**config.mk**
```make
export PLATFORM = sky130hd
export DESIGN_NAME = cmp_search16
export DESIGN_NICKNAME = d
export VERILOG_FILES = /design/src/rtl/cmp_pkg.sv /design/src/rtl/cmp_verdict_decode.sv /design/src/rtl/cmp_search16.sv
export SDC_FILE = /design/constraint.sdc
export NUM_CORES = 1
export LEC_CHECK = 0
export ABC_AREA = 1
export CORE_MARGIN = 2
export CORE_UTILIZATION = 59
export DETAILED_ROUTE_END_ITERATION = 10
export PLACE_DENSITY = 0.81
export SYNTH_ARGS = -nofsm -noshare
export SYNTH_HDL_FRONTEND = slang
export SYNTH_SLANG_ARGS = --single-unit
```
**constraint.sdc**
```tcl
create_clock -name clk -period 3.6 [get_ports clk]
set_clock_uncertainty 0.05 [all_clocks]
set_input_delay 0.36 -clock clk [delete_from_list [all_inputs] [get_ports clk]]
set_output_delay 0.36 -clock clk [all_outputs]
set_load 0.005 [all_outputs]
```
**src/rtl/cmp_pkg.sv**
```systemverilog
// Shared definitions for the signed comparator and its consumers:
// operand sizing, the search FSM states and the {g,l,e} verdict encoding.
package cmp_pkg;

  localparam int WIDTH    = 16;
  localparam int ITER_MAX = WIDTH + 1;

  typedef enum logic [1:0] {
    S_IDLE,
    S_SETUP,
    S_EVAL,
    S_DONE
  } state_e;

  typedef logic [2:0] verdict_t;

  localparam verdict_t V_GT = 3'b100;
  localparam verdict_t V_LT = 3'b010;
  localparam verdict_t V_EQ = 3'b001;

endpackage

```
**src/rtl/cmp_verdict_decode.sv**
```systemverilog
// Decodes a raw {g,l,e} comparator verdict into one-hot flags; anything that
// is not exactly one of the three legal codes is reported as bad.
module cmp_verdict_decode
  import cmp_pkg::*;
(
  input  verdict_t verdict_i,
  output logic     gt_o,
  output logic     lt_o,
  output logic     eq_o,
  output logic     bad_o
);

  always_comb begin
    gt_o  = (verdict_i == V_GT);
    lt_o  = (verdict_i == V_LT);
    eq_o  = (verdict_i == V_EQ);
    bad_o = !(gt_o || lt_o || eq_o);
  end

endmodule

```
**src/rtl/cmp_search16.sv**
```systemverilog
// Binary-search engine: drives probe onto comparator B, narrows a signed
// [lo,hi] interval from the comparator verdicts and reports the located A.
module cmp_search16
  import cmp_pkg::*;
#(
  parameter int WIDTH    = cmp_pkg::WIDTH,
  parameter int ITER_MAX = cmp_pkg::ITER_MAX
) (
  input  logic             clk,
  input  logic             rst,
  input  logic             start,
  input  logic             cmp_g,
  input  logic             cmp_l,
  input  logic             cmp_e,
  output logic [WIDTH-1:0] probe,
  output logic             busy,
  output logic             done,
  output logic             found,
  output logic             err,
  output logic [WIDTH-1:0] result,
  output logic [4:0]       iter
);

  localparam logic [4:0] ITER_LAST = 5'(ITER_MAX);

  // One extra bit so lo can step past the top and hi past the bottom of range.
  localparam logic signed [WIDTH:0] LO_INIT = {2'b11, {(WIDTH-1){1'b0}}};
  localparam logic signed [WIDTH:0] HI_INIT = {2'b00, {(WIDTH-1){1'b1}}};

  state_e                  state_q;
  logic signed [WIDTH:0]   lo_q, hi_q;
  logic [WIDTH-1:0]        probe_q, result_q;
  logic                    busy_q, done_q, found_q, err_q;
  logic [4:0]              iter_q;

  logic [WIDTH-1:0]        probe_d;
  logic signed [WIDTH:0]   lo_inc_d, hi_dec_d;
  logic                    v_gt, v_lt, v_eq, v_bad;

  cmp_verdict_decode u_decode (
    .verdict_i ({cmp_g, cmp_l, cmp_e}),
    .gt_o      (v_gt),
    .lt_o      (v_lt),
    .eq_o      (v_eq),
    .bad_o     (v_bad)
  );

  // Midpoint floors toward -inf; lo+hi always fits WIDTH+1 bits while lo<=hi.
  always_comb begin
    probe_d  = WIDTH'((lo_q + hi_q) >>> 1);
    lo_inc_d = {probe_q[WIDTH-1], probe_q} + (WIDTH+1)'(1);
    hi_dec_d = {probe_q[WIDTH-1], probe_q} - (WIDTH+1)'(1);
  end

  always_ff @(posedge clk) begin
    if (rst) begin
      state_q  <= S_IDLE;
      lo_q     <= '0;
      hi_q     <= '0;
      probe_q  <= '0;
      result_q <= '0;
      busy_q   <= 1'b0;
      done_q   <= 1'b0;
      found_q  <= 1'b0;
      err_q    <= 1'b0;
      iter_q   <= '0;
    end else begin
      done_q <= 1'b0;
      case (state_q)
        S_IDLE: begin
          if (start) begin
            lo_q     <= LO_INIT;
            hi_q     <= HI_INIT;
            found_q  <= 1'b0;
            err_q    <= 1'b0;
            result_q <= '0;
            iter_q   <= '0;
            busy_q   <= 1'b1;
            state_q  <= S_SETUP;
          end
        end
        S_SETUP: begin
          if (iter_q == ITER_LAST) begin
            err_q   <= 1'b1;
            busy_q  <= 1'b0;
            done_q  <= 1'b1;
            state_q <= S_DONE;
          end else begin
            probe_q <= probe_d;
            iter_q  <= iter_q + 5'd1;
            state_q <= S_EVAL;
          end
        end
        S_EVAL: begin
          if (v_eq) begin
            result_q <= probe_q;
            found_q  <= 1'b1;
            busy_q   <= 1'b0;
            done_q   <= 1'b1;
            state_q  <= S_DONE;
          end else if (v_gt) begin
            lo_q <= lo_inc_d;
            if (lo_inc_d > hi_q) begin
              busy_q  <= 1'b0;
              done_q  <= 1'b1;
              state_q <= S_DONE;
            end else begin
              state_q <= S_SETUP;
            end
          end else if (v_lt) begin
            hi_q <= hi_dec_d;
            if (lo_q > hi_dec_d) begin
              busy_q  <= 1'b0;
              done_q  <= 1'b1;
              state_q <= S_DONE;
            end else begin
              state_q <= S_SETUP;
            end
          end else begin
            err_q   <= v_bad;
            busy_q  <= 1'b0;
            done_q  <= 1'b1;
            state_q <= S_DONE;
          end
        end
        S_DONE: begin
          state_q <= S_IDLE;
        end
        default: begin
          busy_q  <= 1'b0;
          state_q <= S_IDLE;
        end
      endcase
    end
  end

  assign probe  = probe_q;
  assign busy   = busy_q;
  assign done   = done_q;
  assign found  = found_q;
  assign err    = err_q;
  assign result = result_q;
  assign iter   = iter_q;

endmodule

```
==> metrics.md <==
| Metric | Value |
|---|---|
| Routed via count | 5404 |
| Simple-Gate Fraction of Synth Area | 26.2% |
| Final worst setup slack | 0.400 ns |
| Fraction of registers with async set/reset | 0% |
| Placeable Area | 9110 µm² |
| WP data required | 3.82 ns |
| RSZ-0062 raised after global routing | false |
| Die Ht | 100 µm |
| IO buf count | 46 |
| Mux share of post-synthesis cell area | 0% |
| Initial DRT Pass Iterations | 7 |
| Final period utilization | 88.9% |
| Pleak | 2.94 nW |
| Vias in the first global route | 5140 |
| Synth unique cells | 48 |
| Top cell family by delay on the critical path | simple AND/OR/NAND/NOR gates |
| CP max stage delay | 0.49 ns |
| H-Tree Level Count | 3 |
| Avg Cell Area, Syn | 7.00 µm² |
| Total Routing Usage GR | 31.8% |
| CTS Hold Bufs | 0 |
| Fin Setup TNS | 0 ns |
| Final core occ | 68.0% |
| Global-route wire length before repair | 25300 µm |
| Highest-delay cell along the critical path | dfxtp_1 |
| Clock Tree Buf Depth | 2 |
| Post-Syn Area | 5480 µm² |
| I/O Pins | 47 |
| Worst hold path class | reg -> reg |
| Synthesized Nets | 848 |
| Crit path buf inv count | 1 |
| Outcome | finished clean |
| Worst-Margin Slew | 0.694 ns |
| Worst-path maximum fanout | 7 |
| Clock root cell | clkbuf_8 |
| Final Hold Viols | 0 |
| DRC Markers | 0 |
| Yosys reg bits | 77 |
| Total grt overflow | 0 |
| Avg WL per Cell | 16.4 µm |
| Number of max-cap violations | 0 |
| Row count | 35 |
| Drt total wl | 15400 µm |
| Crit. End Element | flip-flop |
| Syn. warnings | 0 |
| Worst slack at placement | 0.345 ns |
| Dpl hpwl | 11600 µm |
| Post-synthesis adder-cell area fraction | 13.6% |
| Setup violations, final | 0 |
| Post-synth EDFFs | 0 |
| Sequential share of the synthesized area | 28.1% |
| Final worst path period need | 3.20 ns |
| Most used flip-flop cell after synthesis | dfxtp_1 |
| Layout area overhead | 13.1% |
| CTS tree | done |
| Initial antenna violation count | 0 |
| CP most frequent cell | nand2_1 |
| Max Slew Vio Count | 0 |
| Non-Filler Instances | 935 |
| Synth Area in Compound Gates | 15.5% |
| Area of the die | 10100 µm² |
| Largest net degree at the start of global routing | 62 |
| Rel. slew slack | 53.7% |
| # nets final | 884 |
| Combinational family with the most area after synthesis | simple AND/OR/NAND/NOR gates |
| Die X | 100 µm |
| Critical-path cell list | ha_1 -> nand2_1 -> nor2_4 -> nand3_2 -> nor2_4 -> nand4_4 -> nor2_4 -> nand2_1 -> nand2_1 -> inv_1 -> ha_1 -> nand2_1 -> nor2_1 -> nand2_1 -> nor2_1 -> nand2_1 -> nand4_1 -> nand3_1 -> nand2_1 -> nand3_1 -> nand2_1 -> nor2_1 |
| Startpoint Class | flip-flop |
| Vias per cell | 5.78 |
| Antenna Cells | 0 |
| CTS Buf Count | 9 |
| Kind of critical path | reg -> reg |
| Peak supply drop | 0.000399 V |
| Hold Slack | 0.417 ns |
| FILL cells | 773 |
| Reg clk slew, reported paths | 0.09 ns |
| Crit path DAT | 3.42 ns |
| Clk_lat worst skew | 0.36 ns |
| Post-DRT Antenna Nets | 0 |
| Pwr/cell area | 708 nW/µm² |
| GP Congestion | 1.01 |
| Mapped Cells | 783 |
| Dpl cells | 919 |
| Ratio of cells with drive above 1 in the final layout | 6.43% |
| Max Freq | 312 MHz |
| Clock Sink Count | 77 |
| Initial Util | 60.2% |
| Xor and xnor area share after synthesis | 5.55% |
| Number of DRC markers after the initial detailed-route iteration | 426 |
## worst min-delay path: cells and delay by family (launching register included)
kind / cells / cell delay, ns
compound gates: 1 / 0.06
flops: 1 / 0.31
simple gates: 1 / 0.06
## power by group
group	internal [mW]	total, mW	switching, mW
sequential	1.01	1.22	0.213
combinational	0.839	2.42	1.58
clock	0.411	0.746	0.335
total	2.26	4.39	2.13
## routing by layer
metal	global-route usage [%]	share of wire [%]	vias to the layer above	wire length, µm
met2	52.6	47	276	7220
li1	-	-	2610	-
met3	3.69	7.4	38	1140
met1	41.9	42	2480	6510
met4	13.8	3.1	0	474
met5	0	0	-	0
## flip-flops by register name, summed over array words and instances (netlist names)
signal	cells
hi_q	17
lo_q	17
probe	16
result	16
iter	5
state_q	2
busy	1
done	1
err	1
found	1
## repair_timing
| action | in CTS | in global routing |
|---|---|---|
| gates resized for setup | 0 | 1 |
| endpoints found under the setup margin | 0 | 3 |
| setup buffers | 0 | 0 |
## synthesized netlist by cell type, drive strengths merged (8+ instances only)
master,instances,share of area (%)
nor2,56,5.0
buf,16,1.8
xor2,29,4.9
dfxtp,77,28
clkbuf,9,0.62
o21ai,33,3.1
nand3,47,4.5
nor3,14,1.6
nand4,8,1.2
nand2,184,13
inv,124,8.5
a221oi,10,1.6
ha,58,13
a21oi,83,7.9
## cell type report
class                      count  area, µm²  area share, %
multi-input combinational    556       3330           53.8
timing repair buffer          51        493           7.95
sequential                    77       1540           24.9
tap                          111        139           2.24
clock inverter                 5       83.8           1.35
clock buffer                  11        141           2.28
inverter                     124        465           7.51
## per-stage QoR
step | total power, mW | area, µm²
floorplan | 2.85 | 5480
global placement | 3.49 | 5970
detailed placement | 3.58 | 5970
CTS | 4.33 | 6200
global route | 4.72 | 6200
finish | 4.39 | 6200
## cells by family after synthesis
logic type	after synthesis
xor gates and xnor gates	33
and+or+nand+nor	317
AOI/OAI and AO/OA	147
DFF	77
buffers and inverters	150
adders and majority gates	59
## placed cells by master, fill, tap and decap left out, types with 7 or more instances in the layout
master and instances:
nand2_1 178, inv_1 121, a21oi_1 80, dfxtp_1 76, ha_1 58, nor2_1 47
nand3_1 45, clkdlybuf4s50_1 45, o21ai_0 29, xor2_1 27, nor3_1 11, a221oi_1 10
clkbuf_8 10, nor2_4 8, nand4_1 7
## worst paths after layout
kind / cells past startpoint / slack, ns / endpoint / startpoint
hold reg to reg: 2 / 0.42 / result[1] / result[1]
hold / removal: 2 / 0.42 / result[1] / result[1]
setup / recovery: 22 / 0.40 / busy / probe[1]
setup reg to reg: 22 / 0.40 / busy / probe[1]
(Power assumes the default switching activity.)
